### src/rtl/vga_pattern_gen.sv
// VGA test-pattern generator: RGB565 bands, checker and scrolling bands.
// Two-stage pipeline; mode and scroll change only at frame start.
module vga_pattern_gen #(
  parameter int ADDR_W      = 12,
  parameter int H_ACTIVE    = 800,
  parameter int V_ACTIVE    = 600,
  parameter int BAND_SHIFT  = 7,
  parameter int SCROLL_STEP = 1,
  parameter int R_W         = 5,
  parameter int G_W         = 6,
  parameter int B_W         = 5
) (
  input  logic              vga_clk,
  input  logic              rst_n,
  input  logic              Ready_Sig,
  input  logic [ADDR_W-1:0] Column_Addr_Sig,
  input  logic [ADDR_W-1:0] Row_Addr_Sig,
  input  logic [1:0]        Mode_Sig,
  input  logic              Scroll_En,
  output logic [R_W-1:0]    Red_Sig,
  output logic [G_W-1:0]    Green_Sig,
  output logic [B_W-1:0]    Blue_Sig,
  output logic              Pixel_Valid,
  output logic              Frame_Start
);

  localparam logic [ADDR_W-1:0] H_LIM =
    ADDR_W'(H_ACTIVE);
  localparam logic [ADDR_W-1:0] V_LIM =
    ADDR_W'(V_ACTIVE);
  localparam logic [ADDR_W:0] V_WRAP =
    (ADDR_W+1)'(V_ACTIVE);
  localparam logic [ADDR_W:0] STEP =
    (ADDR_W+1)'(SCROLL_STEP);

  localparam logic [1:0] M_HB = 2'd0;
  localparam logic [1:0] M_VB = 2'd1;
  localparam logic [1:0] M_CK = 2'd2;
  localparam logic [1:0] M_SC = 2'd3;

  typedef struct packed {
    logic       v;
    logic       rdy;
    logic       fs;
    logic [1:0] mode;
    logic [2:0] hb;
    logic [2:0] vb;
    logic       ck;
  } st1_t;

  logic              fs;
  logic [1:0]        mode_q;
  logic [ADDR_W-1:0] scroll_q;
  logic [ADDR_W:0]   scr_sum;
  logic [ADDR_W-1:0] scr_nxt;
  logic [ADDR_W:0]   row_ext;
  logic [ADDR_W:0]   row_sum;
  logic [ADDR_W:0]   erow;
  logic [2:0]        hb_c;
  logic [2:0]        vb_c;
  logic              v_c;
  st1_t              s1;
  logic [2:0]        pidx;
  logic [2:0]        rgb_on;

  assign fs = Ready_Sig
           && (Column_Addr_Sig == '0)
           && (Row_Addr_Sig == '0);

  // Next scroll offset, wrapped into 0..V_ACTIVE-1
  always_comb begin
    scr_sum = {1'b0, scroll_q} + STEP;
    scr_nxt = ADDR_W'(scroll_q);
    if (scr_sum >= V_WRAP)
      scr_nxt = ADDR_W'(scr_sum - V_WRAP);
    else
      scr_nxt = ADDR_W'(scr_sum);
  end

  // Frame-start latch of mode and scroll offset
  always_ff @(posedge vga_clk or negedge rst_n) begin
    if (!rst_n) begin
      mode_q   <= M_HB;
      scroll_q <= '0;
    end else if (fs) begin
      mode_q <= Mode_Sig;
      if (Mode_Sig != M_SC)
        scroll_q <= '0;
      else if (Scroll_En)
        scroll_q <= scr_nxt;
    end
  end

  // Effective row and band indices for stage 1
  always_comb begin
    row_ext = {1'b0, Row_Addr_Sig};
    row_sum = row_ext + {1'b0, scroll_q};
    erow    = row_ext;
    if (mode_q == M_SC) begin
      if (row_sum >= V_WRAP)
        erow = row_sum - V_WRAP;
      else
        erow = row_sum;
    end
    hb_c = 3'(erow >> BAND_SHIFT);
    vb_c = 3'(Column_Addr_Sig >> BAND_SHIFT);
    v_c  = Ready_Sig
        && (Column_Addr_Sig < H_LIM)
        && (Row_Addr_Sig < V_LIM);
  end

  // Stage 1: register band indices with the mode in force
  always_ff @(posedge vga_clk or negedge rst_n) begin
    if (!rst_n) begin
      s1 <= '0;
    end else begin
      s1.v    <= v_c;
      s1.rdy  <= Ready_Sig;
      s1.fs   <= fs;
      s1.mode <= mode_q;
      s1.hb   <= hb_c;
      s1.vb   <= vb_c;
      s1.ck   <= hb_c[0] ^ vb_c[0];
    end
  end

  // Palette index from the stage-1 mode
  always_comb begin
    pidx = s1.hb;
    unique case (1'b1)
      (s1.mode == M_VB): pidx = s1.vb;
      (s1.mode == M_CK): pidx = s1.ck ? 3'd7 : 3'd0;
      default:           pidx = s1.hb;
    endcase
  end

  // Palette: which channels are at full scale
  always_comb begin
    rgb_on = 3'b000;
    unique case (pidx)
      3'd0:    rgb_on = 3'b111;
      3'd1:    rgb_on = 3'b100;
      3'd2:    rgb_on = 3'b010;
      3'd3:    rgb_on = 3'b001;
      3'd4:    rgb_on = 3'b110;
      3'd5:    rgb_on = 3'b011;
      3'd6:    rgb_on = 3'b101;
      default: rgb_on = 3'b000;
    endcase
  end

  // Stage 2: registered colour and timing outputs
  always_ff @(posedge vga_clk or negedge rst_n) begin
    if (!rst_n) begin
      Red_Sig     <= '0;
      Green_Sig   <= '0;
      Blue_Sig    <= '0;
      Pixel_Valid <= 1'b0;
      Frame_Start <= 1'b0;
    end else begin
      Red_Sig     <= {R_W{s1.v & rgb_on[2]}};
      Green_Sig   <= {G_W{s1.v & rgb_on[1]}};
      Blue_Sig    <= {B_W{s1.v & rgb_on[0]}};
      Pixel_Valid <= s1.rdy;
      Frame_Start <= s1.fs;
    end
  end

endmodule
### config.mk
export PLATFORM = sky130hd
export DESIGN_NAME = vga_pattern_gen
export DESIGN_NICKNAME = d
export VERILOG_FILES = /design/src/rtl/vga_pattern_gen.sv
export SDC_FILE = /design/constraint.sdc
export NUM_CORES = 1
export LEC_CHECK = 0
export ABC_AREA = 0
export BUFFER_PORTS_ARGS = -buffer_cell sky130_fd_sc_hd__clkbuf_2
export CAP_MARGIN = 5
export CORE_ASPECT_RATIO = 0.8
export CORE_MARGIN = 1
export CORE_UTILIZATION = 50
export CTS_CLUSTER_SIZE = 20
export DETAILED_ROUTE_END_ITERATION = 8
export GPL_TIMING_DRIVEN = 0
export PLACE_DENSITY = 0.75
export SYNTH_ARGS = -nofsm -noshare
export SYNTH_HDL_FRONTEND = slang
export SYNTH_SLANG_ARGS = --single-unit
### constraint.sdc
create_clock -name vga_clk -period 4.4 [get_ports vga_clk]
set_input_delay 0.22 -clock vga_clk [delete_from_list [all_inputs] [get_ports vga_clk]]
set_output_delay 0.22 -clock vga_clk [all_outputs]
set_load 0.02 [all_outputs]
# After elaboration in Yosys (flattened, before gate mapping)
# Index checks and enable logic that the tools add are counted.
word_totals:
  ff_bits: 31
  mem_bits_ro: 0
  latchBits: 0
  mem_bits_rw: 0
  input_bits: 30
  memories: 0
classes:
  n_mul: 0
  n_shift: 0
  muxes: 8
  div_mod_pow: 0
  magnitude_cmp: 4
  n_reduce_logical: 9
  bitwise_logic: 4
  n_addsub: 4
  eq_ne: 10
op_table:
  columns: ["op", "n"]
  rows:
  - ["$mux W12", 3]
  - ["$ge A13 B10 Y1 const B", 2]
  - ["$logic_not A12 Y1", 2]
  - ["$lt A12 B10 Y1 const B", 2]
  - ["$pmux W3 S7", 1]
  - ["$mux W10", 2]
  - ["$add A12 B1 Y13 const B", 1]
  - ["$add A12 B12 Y13", 1]
  - ["$sub A12 B10 Y12 const B", 1]
  - ["$sub A10 B10 Y10 const B", 1]
  - ["$eq A3 B3 Y1 const B", 3]
  - ["$eq A3 B2 Y1 const B", 2]
  - ["$pmux W3 S2", 1]
  - ["$eq A2 B2 Y1 const B", 2]
  - ["$logic_and A1 B1 Y1", 4]
  - ["$and A1 B1 Y1", 3]
  - ["$eq A3 B1 Y1 const B", 1]
  - ["$logic_not A3 Y1", 1]
  - ["$mux W3", 1]
  - ["$eq A2 B1 Y1 const B", 1]
  - ["$ne A2 B2 Y1 const B", 1]
  - ["$reduce_and A2 Y1", 1]
  - ["$reduce_bool A2 Y1", 1]
  - ["$xor A1 B1 Y1", 1]

# Depth between registers and ports, before layout
# Gate-level depths: netlist of the first run.
logic_depth:
  ltp_word: 5
  depth_mapped: 16
  ltp_nobuf: 14

# Worst setup path after synthesis of the first run
# No wires, ideal clock.
synth_path:
  kind: "reg2reg"
  start: "register scroll_q[1]"
  end: "register scroll_q[7]"
  arrival_time_ps: 2868
  slack_ps: 1408
  required_time_ps: 4276
  stages_incl_launch_ff: 17
  path_buffers: 2
  synth_period_minus_slack_ps: 2992
  path_cell_list: "dfrtp_1 -> ha_1 -> buf_6 -> nand3_1 -> xor2_1 -> inv_1 -> ha_1 -> nor2b_1 -> nand4_1 -> a21o_2 -> a211oi_1 -> o21a_1 -> buf_6 -> a21o_1 -> a31oi_1 -> and3_1 -> a211o_1"
synth_between:
  elab_chain_len: 5
  elab_cells_between_ends: 6
  classes_between: "2 x add/sub; 1 x order compare; 3 x mux"
synth_lines:
  columns: ["item", "line_no", "text"]
  rows:
  - ["from (decl)", "53", "logic [ADDR_W-1:0] scroll_q;"]
  - ["from (signal assigned)", "90", "scroll_q <= scr_nxt;"]
  - ["$add A12 B1 Y13 (*)", "72", "scr_sum = {1'b0, scroll_q} + STEP;"]
  - ["$sub A12 B10 Y12 or $ge A13 B10 Y1 (tied branches)", "75, 74", null]
  - ["$mux W12 (*)", "74", "if (scr_sum >= V_WRAP)"]
  - ["$mux W12 (*)", "89", "else if (Scroll_En)"]
  - ["$mux W12 (*)", "87", "if (Mode_Sig != M_SC)"]
# Mark *: on every way between the ends. The rest lies on a longest branch, timed or not. The select of a mux whose other input is x is not followed.
# A chain may end at the register's enable or synchronous reset.

# Final worst setup path of the first run
# Ends and elaborated chain as after synthesis.

==> metrics.yaml, run 1 <==
cts:
  cts_made_buffers: 5
  cts_tree: "done"
  cts.path.max_buffers: 2
  cts.repair.resized: 0
  insertion_delay_ps: 290
  clock_sinks: 31
  ctsHoldBuffers: 0
  htreeDepth: 2
  postCtsSetupBuffers: 0
  cts-root-buf: "clkbuf_8"
  clk_pin_slew_ps: 70
timing:
  fin_crit_ps: 3453
  relSlewSlack: 0.4902
  finalCritPeriodShare: 0.7847
  fmax_ghz: 0.2896
  rsz0062_at_grt: "no"
  hold_viol_final: 8
  finalSetupTns_ps: 0
  drv_slew: 0
  fin_skew_ps: 3.735
  holdWs_ps: -6.741
  tightest_slew_ps: 764.7
  setup_violations: 0
die:
  core-area_sq_um: 5007
  ios: 48
  initial_core_util: 0.5205
  die_h_um: 66.58
  die_w_um: 82.72
  row_count: 23
  die_area_sq_um: 5507
synth:
  synth_top_area_cell: "dfrtp_1"
  synth-edff-count: 0
  synth.most_common_cell: "dfrtp_1"
  ys_types: 53
  seq_area_frac_synth: 0.2976
  netlist_instances: 305
  yosys_warnings: 0
  synth_flop_cell: "dfrtp_1"
  yosysTopAreaCellShare: 0.2976
  synth_area_leaders: "dfrtp_1, ha_1, o21ai_0"
  synth_common_cells: "dfrtp_1, nor2_1, o21ai_0"
  async_flop_share: 1.000
  ys_ff_latch: 31
  syn_area_sq_um: 2606
  syn_area_per_cell_sq_um: 8.545
  syn_nets: 353
placement:
  place.gp.congestion: 0.8367
  port_buffers: 47
  post-dp-hpwl_um: 4847
global_routing:
  track_usage: 0.2350
  gr-total-overflow: 0
  grt_max_degree: 32
  grt_antenna_before_repair: 0
  grt_pass1_wl_um: 9680
  grt_pass1_vias: 2117
pwr:
  power_leakage_nw: 1.492
  internal_power_mw: 0.5063
  p_switching_mw: 0.1567
  combPwrFrac: 0.121
  p_seq_frac: 0.440
  clkPwrFrac: 0.439
  power_density_nw_per_um2: 218.3
  ir_drop_uv: 144.2
  switching_share: 0.2363
min_path:
  hold_class: "primary input to asynchronous set/reset pin"
detailed_routing:
  drtIter0Drc: 143
  routed-via-count: 2389
  drc: 0
  ant_nets: 0
  avgViaCountPerCell: 5.661
  drt_pass1_iterations: 4
  wl_per_cell_um: 14.42
  drt-total-wl_um: 6084
worst_setup_path:
  arrival_ps: 3630
  end_kind: "flip-flop"
  worstSetupStartpointType: "flip-flop"
  reg2reg_depth: 16
  required_ps: 4570
  crit_path_max_fanout: 10
  path_class: "flip-flop to flip-flop"
status:
  failed_checks: "negative hold slack"
  status: "finished with violations"
cells_and_area:
  utilization: 0.6064
  n_antenna_cell: 0
  drive_gt1_frac: 0.2361
  nFillCells: 438
  area_delta_synth_final_pct: 16.51
  finalNetCount: 407
run:
  maxCapViolCount: 0
==> cell families (layout without fill, tap and decap cells) <==
kind of cell / Yosys count / after routing / synth area share
muxes: 7 / 7 / 0.02784
buffers and inverters: 34 / 89 / 0.08353
AOI/OAI and AO/OA: 92 / 92 / 0.2343
DFF: 31 / 31 / 0.2976
xor gates and xnor gates: 16 / 16 / 0.05377
adders and majority gates: 18 / 18 / 0.08929
and+or+nand+nor: 107 / 107 / 0.2136
==> sequential cells by signal (all words and copies together), names as in the netlist <==
name	flops
Pixel_Valid	1
Green_Sig	1
Blue_Sig	1
scroll_q	12
mode_q	2
Red_Sig	1
Frame_Start	1
s1	12
==> metrics by stage <==
step | hold WS, ps | cell area [sq um] | worst slack (ps) | power, mW | cells
3_5_place_dp | 321.2 | 2919 | 1016 | 0.3762 | 414
5_1_grt | 57.25 | 3037 | 678.9 | 0.6915 | 422
3_3_place_gp | 311.8 | 2919 | 1059 | 0.3747 | 414
4_1_cts | 28.44 | 3037 | 985.0 | 0.6696 | 422
6_report | -6.741 | 3037 | 947.5 | 0.6630 | 422
2_1_floorplan | -75.59 | 2606 | 1408 | 0.3424 | 305
==> layer usage <==
layer / up-vias / share of wire / GRT usage / wire length, um
met2: 73 / 0.44 / 0.3535 / 2652
met1: 1110 / 0.48 / 0.3449 / 2940
li1: 1202 / - / - / -
met3: 4 / 0.074 / 0.04932 / 453
met4: 0 / 0.0061 / 0.04310 / 37
met5: - / 0 / 0 / 0
==> cell usage in the layout, fill, tap and decap left out, types with 3 or more instances in the layout <==
master / netlist / final
a31oi_1: 6 / 6
clkbuf_2: 0 / 47
inv_1: 11 / 11
a21boi_0: 4 / 4
xnor2_1: 9 / 9
nand2b_1: 4 / 4
a21oi_1: 20 / 20
o21a_1: 6 / 6
nor4_1: 7 / 7
a211o_1: 3 / 3
nor2_1: 26 / 26
clkbuf_8: 0 / 6
clkbuf_1: 3 / 3
o211ai_1: 4 / 4
nor2b_1: 3 / 3
buf_4: 15 / 15
xor2_1: 7 / 7
nor3_1: 6 / 6
ha_1: 17 / 17
o21ai_0: 26 / 26
nand2_1: 21 / 21
mux2i_1: 5 / 5
a211oi_1: 3 / 3
buf_6: 4 / 4
nand3_1: 13 / 13
a21o_1: 6 / 6
nand4_1: 7 / 7
dfrtp_1: 31 / 31
and2_1: 6 / 6
==> power by group through the flow <==
stage / Clock, mW / Sequential (mW) / Combinational, mW
floorplan: 0 / 0.297 / 0.0452
global placement: 0 / 0.297 / 0.0780
detailed placement: 0 / 0.297 / 0.0794
CTS: 0.298 / 0.292 / 0.0801
global route: 0.309 / 0.292 / 0.0906
finish: 0.291 / 0.292 / 0.0801
==> layout make-up <==
class	instances	area, sq um	share of cell area
multi-input cells	240	1613	0.5311
flip-flops and latches	31	775.7	0.2555
repair buffers	47	235.2	0.07746
plain buffers	23	176.4	0.05810
clock buffers	6	82.58	0.02719
well taps	62	77.57	0.02555
inverters	11	41.29	0.01360
clock inverters	2	35.03	0.01154
==> worst paths after layout <==
kind                              from          end  slack, ps
max                        scroll_q[1]  scroll_q[7]        950
min                              rst_n   Red_Sig[0]         -7
max reg2reg                scroll_q[1]  scroll_q[7]        950
min reg2reg                      s1[9]  Frame_Start        360
max in group asynchronous        rst_n  scroll_q[1]       3920
min in group vga_clk         Ready_Sig       s1[10]         60
==> worst max-delay path, stage by stage (launching register included) <==
cell	delay [ps]
dfrtp_1	500
ha_1	220
buf_6	150
nand3_1	100
xor2_1	300
inv_1	90
ha_1	250
nor2b_1	130
nand4_1	130
a21o_2	240
a211oi_1	250
o21a_1	170
buf_6	150
a21o_1	90
a31oi_1	110
and3_1	210
a211o_1	250
Note: power is estimated with default switching activity, not from simulation.
==> inputs of run 2 (changes only) <==
--- a/config.mk
+++ b/config.mk
@@ -14,7 +14,7 @@
 export CTS_CLUSTER_SIZE = 20
 export DETAILED_ROUTE_END_ITERATION = 8
 export GPL_TIMING_DRIVEN = 0
-export PLACE_DENSITY = 0.75
+export PLACE_DENSITY = 0.78
 export SYNTH_ARGS = -nofsm -noshare
 export SYNTH_HDL_FRONTEND = slang
 export SYNTH_SLANG_ARGS = --single-unit
==> constraint.sdc (replaced) <==
create_clock -name vga_clk -period 2.9 [get_ports vga_clk]
set_input_delay 0.145 -clock vga_clk [delete_from_list [all_inputs] [get_ports vga_clk]]
set_output_delay 0.145 -clock vga_clk [all_outputs]
set_load 0.02 [all_outputs]
==> metrics.yaml, run 2 (synthesized netlist as in run 1, its figures left out) <==
status:
  status: "finished with violations"
  failed_checks: "negative setup slack"
timing:
  fin_skew_ps: 3.844  # +0.1096 ps
  finalCritPeriodShare: 1.004  # +0.2192
  relSlewSlack: 0.5053  # +0.01506
  setup_ws_ps: -11.11  # -958.6 ps
  hold_viol_final: 0  # -8
  tightest_slew_ps: 742.1  # -22.59 ps
  drv_slew: 0  # unchanged
  fmax_ghz: 0.3435  # +19%
  setup_violations: 2  # +2
  rsz0062_at_grt: "yes"
  fin_crit_ps: 2911  # -541.4 ps
cells_and_area:
  area_delta_synth_final_pct: 26.36
  fin_cells: 439  # +4.0%
  drive_gt1_frac: 0.3263  # +0.09015
  design_area_sq_um: 3293  # +8.4%
  final_cell_mix: "clkbuf_2, dfrtp_1, buf_4"
  final_common_cell: "clkbuf_2"
  finalNetCount: 425  # +4.4%
  reg.largest.list: "s1: 12 flops, scroll_q: 12 flops, mode_q: 2 flops"
  n_antenna_cell: 0  # unchanged
worst_setup_path:
  path_class: "flip-flop to flip-flop"
  path_cells: "ha_2 -> buf_6 -> nand3_2 -> xor2_2 -> inv_2 -> ha_4 -> nor2b_1 -> nand4_1 -> a21o_2 -> a211oi_2 -> o21a_1 -> buf_6 -> a21o_1 -> a31oi_2 -> and3_1 -> a211o_1"
  required_ps: 3070  # -1500 ps
  crit_cells: 16  # unchanged
  end_kind: "flip-flop"
  reg2reg_depth: 16  # unchanged
  crit_path_top_delay_cell: "dfrtp_2"
  critPathMaxStageDelay_ps: 440  # -60 ps
  arrival_ps: 3080  # -550 ps
  worstSetupStartpointType: "flip-flop"
  path_common_cell: "buf_6"
  crit_path_max_fanout: 6  # -4
  crit_family: "compound AO/OA/AOI/OAI gates"
  cp.buffers_inverters: 3  # unchanged
global_routing:
  grt_pass1_vias: 2360  # +11%
  grt_max_degree: 32  # unchanged
  grt_pass1_wl_um: 10670  # +10%
  gr-total-overflow: 0  # unchanged
  grt_antenna_before_repair: 0  # unchanged
  track_usage: 0.2581  # +0.02317
cts:
  cts-root-buf: "clkbuf_8"
  cts.path.max_buffers: 2  # unchanged
  cts_made_buffers: 5  # unchanged
  clock_sinks: 31  # unchanged
  clk_pin_slew_ps: 60  # about the same
  cts_tree: "done"
  insertion_delay_ps: 290  # about the same
  htreeDepth: 2  # unchanged
placement:
  pre_cts_ws_ps: -347.2  # -1363 ps
  place.gp.congestion: 0.8489  # +1.5%
  placed_area_sq_um: 2938  # +0.64%
  post-dp-hpwl_um: 4784  # -1.3%
  port_buffers: 47  # unchanged
  dp.cells: 414  # unchanged
detailed_routing:
  wl_per_cell_um: 14.41  # about the same
  ant_nets: 0  # unchanged
  drt_pass1_iterations: 4  # unchanged
  avgViaCountPerCell: 5.645  # -0.29%
  drtIter0Drc: 120  # -16%
  drc: 0  # unchanged
  routed-via-count: 2478  # +3.7%
  drt-total-wl_um: 6324  # +3.9%
die:
  ios: 48  # unchanged
  initial_core_util: 0.5205  # unchanged
  die_w_um: 82.72  # unchanged
  die_h_um: 66.58  # unchanged
  die_area_sq_um: 5507  # unchanged
  row_count: 23  # unchanged
  core-area_sq_um: 5007  # unchanged
run:
  maxCapViolCount: 0  # unchanged
pwr:
  ir_drop_uv: 253.9  # +76%
  power_density_nw_per_um2: 278.7  # +28%
  power_leakage_nw: 1.551  # +4.0%
min_path:
  hold_depth: 1
  hold_class: "primary input to flip-flop"
[run 2: layout make-up]
cell class                      count  area, sq um
Multi-Input combinational cell    240         1745
Fill cell                         412         1714
Sequential cell                    31        779.5
Timing Repair Buffer               65        381.6
Buffer                             23        180.2
Clock buffer                        6        82.58
Tap cell                           62        77.57
Inverter                           11        41.29
Clock inverter                      1        5.005
[run 2: metrics by stage]
step / hold WS [ps] / util / setup TNS (ps) / power, mW
detailed placement: 242.3 / 0.5867 / -1885 / 0.5730
floorplan: -150.6 / - / -14.99 / 0.5204
global placement: 232.1 / 0.5867 / -1363 / 0.5689
finish: 13.55 / 0.6577 / -18.11 / 0.9180
CTS: 5.394 / 0.6404 / -34.13 / 0.9190
global route: 5.825 / 0.6577 / -823.8 / 0.9638
[run 2: what timing repair did]
item | CTS | global route
pin swaps | 13 | 8
hold endpoints to repair | 33 | 0
endpoints found under the setup margin | 10 | 10
setup buffers | 10 | 5
cloned | 0 | 0
hold buffers | 3 | 0
gates resized for setup | 16 | 15
[run 2: worst reg2reg max path: cells and delay by family (launching register included)]
family / cells / cell delay [ps]
AOI/OAI and AO/OA: 6 / 1040
and+or+nand+nor: 4 / 460
buffers and inverters: 3 / 300
xor gates and xnor gates: 1 / 190
adders and majority gates: 2 / 380
DFF: 1 / 440
[run 2: per-layer routing]
layer  vias to the layer above  track usage  wire length (um)
met3                         6      0.06438               474
met5                         -            0                 0
li1                       1238            -                 -
met2                        77       0.4098              2797
met1                      1157       0.3500              3007
met4                         0      0.06034                45
[run 2: power by group]
group | leakage [nW] | switching, mW | internal, mW | total (mW)
combinational | 1.11 | 0.0764 | 0.0585 | 0.135
clock | 0.0470 | 0.155 | 0.186 | 0.341
sequential | 0.397 | 0.00247 | 0.440 | 0.443
[run 2: path summary, 6_finish.rpt]
path	endpoint	slack, ps	from
worst min register to register	Frame_Start	350	s1[9]
worst max register to register	scroll_q[7]	-10	scroll_q[0]
worst min-delay path	s1[3]	10	Column_Addr_Sig[9]
max in group asynchronous	scroll_q[3]	1930	rst_n
min in group asynchronous	s1[0]	450	rst_n
worst max-delay path	scroll_q[7]	-10	scroll_q[0]
==> inputs of run 3 (changes only) <==
--- a/config.mk
+++ b/config.mk
@@ -15,6 +15,7 @@
 export DETAILED_ROUTE_END_ITERATION = 8
 export GPL_TIMING_DRIVEN = 0
 export PLACE_DENSITY = 0.78
+export RECOVER_POWER = 50
 export SYNTH_ARGS = -nofsm -noshare
 export SYNTH_HDL_FRONTEND = slang
 export SYNTH_SLANG_ARGS = --single-unit
==> metrics.yaml, run 3 (synthesized netlist as in run 1, its figures left out) <==
status:
  status: "finished with violations"
  failed_checks: "max-capacitance violations, max-slew violations, negative setup slack"
cts:
  clock_sinks: 31  # unchanged
  insertion_delay_ps: 290  # about the same
  cts-root-buf: "clkbuf_8"
  clk_pin_slew_ps: 60  # about the same
  htreeDepth: 2  # unchanged
  cts_made_buffers: 5  # unchanged
  cts_tree: "done"
  cts.path.max_buffers: 2  # unchanged
global_routing:
  grt_pass1_wl_um: 10670  # unchanged
  grt_max_degree: 32  # unchanged
  grt_pass1_vias: 2360  # unchanged
  track_usage: 0.2581  # unchanged
  gr-total-overflow: 0  # unchanged
  grt_antenna_before_repair: 0  # unchanged
cells_and_area:
  design_area_sq_um: 3282  # -0.34%
  final_common_cell: "clkbuf_2"
  fin_cells: 439  # unchanged
  utilization: 0.6554  # -0.002249
  finalNetCount: 425  # unchanged
  final_cell_mix: "clkbuf_2, dfrtp_1, buf_4"
  n_antenna_cell: 0  # unchanged
  reg.largest.list: "s1: 12 flops, scroll_q: 12 flops, mode_q: 2 flops"
  drive_gt1_frac: 0.3024  # -0.02387
  area_delta_synth_final_pct: 25.92
timing:
  hold_viol_final: 0  # unchanged
  fin_crit_ps: 2911  # -0.1295 ps
  setup_violations: 2  # unchanged
  relSlewSlack: -0.06685  # -0.5721
  drv_slew: 32  # +32
  rsz0062_at_grt: "yes"
  setup_ws_ps: -10.98  # +0.1295 ps
  fin_skew_ps: 3.848  # +0.003520 ps
  fmax_ghz: 0.3435  # about the same
  tightest_slew_ps: 1600  # +858.2 ps
  finalCritPeriodShare: 1.004  # about the same
pwr:
  power_density_nw_per_um2: 279.5  # +0.28%
  internal_power_mw: 0.6832  # -0.14%
  power_leakage_nw: 1.523  # -1.9%
  p_switching_mw: 0.2341  # +0.18%
  ir_drop_uv: 251.9  # -0.76%
  combPwrFrac: 0.146  # about the same
  switching_share: 0.2552  # +0.0006037
  clkPwrFrac: 0.372  # about the same
  p_seq_frac: 0.482  # about the same
worst_setup_path:
  crit_path_max_fanout: 6  # unchanged
  path_class: "flip-flop to flip-flop"
  worstSetupStartpointType: "flip-flop"
  arrival_ps: 3080  # about the same
  required_ps: 3070  # about the same
  end_kind: "flip-flop"
placement:
  pre_cts_ws_ps: -347.2  # unchanged
  dp.cells: 414  # unchanged
  port_buffers: 47  # unchanged
  place.gp.congestion: 0.8489  # unchanged
  post-dp-hpwl_um: 4784  # unchanged
  placed_area_sq_um: 2938  # unchanged
die:
  die_h_um: 66.58  # unchanged
  row_count: 23  # unchanged
  die_area_sq_um: 5507  # unchanged
  core-area_sq_um: 5007  # unchanged
  die_w_um: 82.72  # unchanged
  ios: 48  # unchanged
  initial_core_util: 0.5205  # unchanged
detailed_routing:
  wl_met1_um: 3003  # -0.13%
  route.met3.wl_um: 482  # +1.7%
  routed-via-count: 2477  # -0.040%
  ant_nets: 0  # unchanged
  avgViaCountPerCell: 5.642  # about the same
  wl_met2_um: 2798  # about the same
  drt_pass1_iterations: 4  # unchanged
  drc: 0  # unchanged
  wl_per_cell_um: 14.42  # about the same
  drtIter0Drc: 131  # +9.2%
  dr.max_layer_used: "met4"
  drt-total-wl_um: 6330  # about the same
run:
  maxCapViolCount: 1  # +1
min_path:
  hold_class: "primary input to flip-flop"
## run 3: final timing paths
path	from	end	slack, ps	cells past startpoint
setup reg to reg	scroll_q[0]	scroll_q[7]	-10	16
setup / recovery	scroll_q[0]	scroll_q[7]	-10	16
hold reg to reg	s1[9]	Frame_Start	350	0
min in group asynchronous	rst_n	s1[0]	800	2
max in group asynchronous	rst_n	scroll_q[3]	1060	2
hold / removal	Column_Addr_Sig[9]	s1[3]	20	1
## run 3: metal layers
metal,global-route usage,vias to the layer above
li1,-,1237
met1,0.3500,1157
met2,0.4098,77
met3,0.06438,6
met4,0.06034,0
met5,0,-
## run 3: power groups by stage
| stage | combinational [mW] | sequential (mW) | clock [mW] |
|---|---|---|---|
| 5_1_grt | 0.151 | 0.443 | 0.368 |
| 2_1_floorplan | 0.0695 | 0.451 | 0 |
| 3_3_place_gp | 0.119 | 0.450 | 0 |
| 6_report | 0.134 | 0.443 | 0.341 |
| 3_5_place_dp | 0.123 | 0.450 | 0 |
| 4_1_cts | 0.131 | 0.443 | 0.345 |
## run 3: layout make-up
type	count	area, sq um
flip-flops and latches	31	779.5
repair buffers	65	370.4
clock inverters	1	5.005
clock buffers	6	82.58
multi-input cells	240	1745
inverters	11	41.29
well taps	62	77.57
plain buffers	23	180.2
fillers	413	1725
## run 3: per-stage QoR
step                setup TNS, ps  hold slack [ps]  total power, mW
global route               -823.8            18.72           0.9626
floorplan                  -14.99           -150.6           0.5204
global placement            -1363            232.1           0.5689
detailed placement          -1885            242.3           0.5730
finish                     -17.98            23.44           0.9174
CTS                        -34.13            5.394           0.9190
## run 3: worst max-delay path: stages, from the launching register on
cell and delay (ps):
dfrtp_2 440, ha_2 190, buf_6 110, nand3_2 80, xor2_2 190, inv_2 70
ha_4 180, nor2b_1 110, nand4_1 100, a21o_2 220, a211oi_2 220, o21a_1 150
buf_6 120, a21o_1 100, a31oi_2 90, and3_1 170, a211o_1 260
## run 3: what timing repair did
item                                    4_1_cts  5_1_grt
setup buffers                                10        5
hold endpoints to repair                     33        0
pin swaps                                    13        8
hold buffers                                  3        0
resized for setup                            16       15
endpoints found under the setup margin       10       10
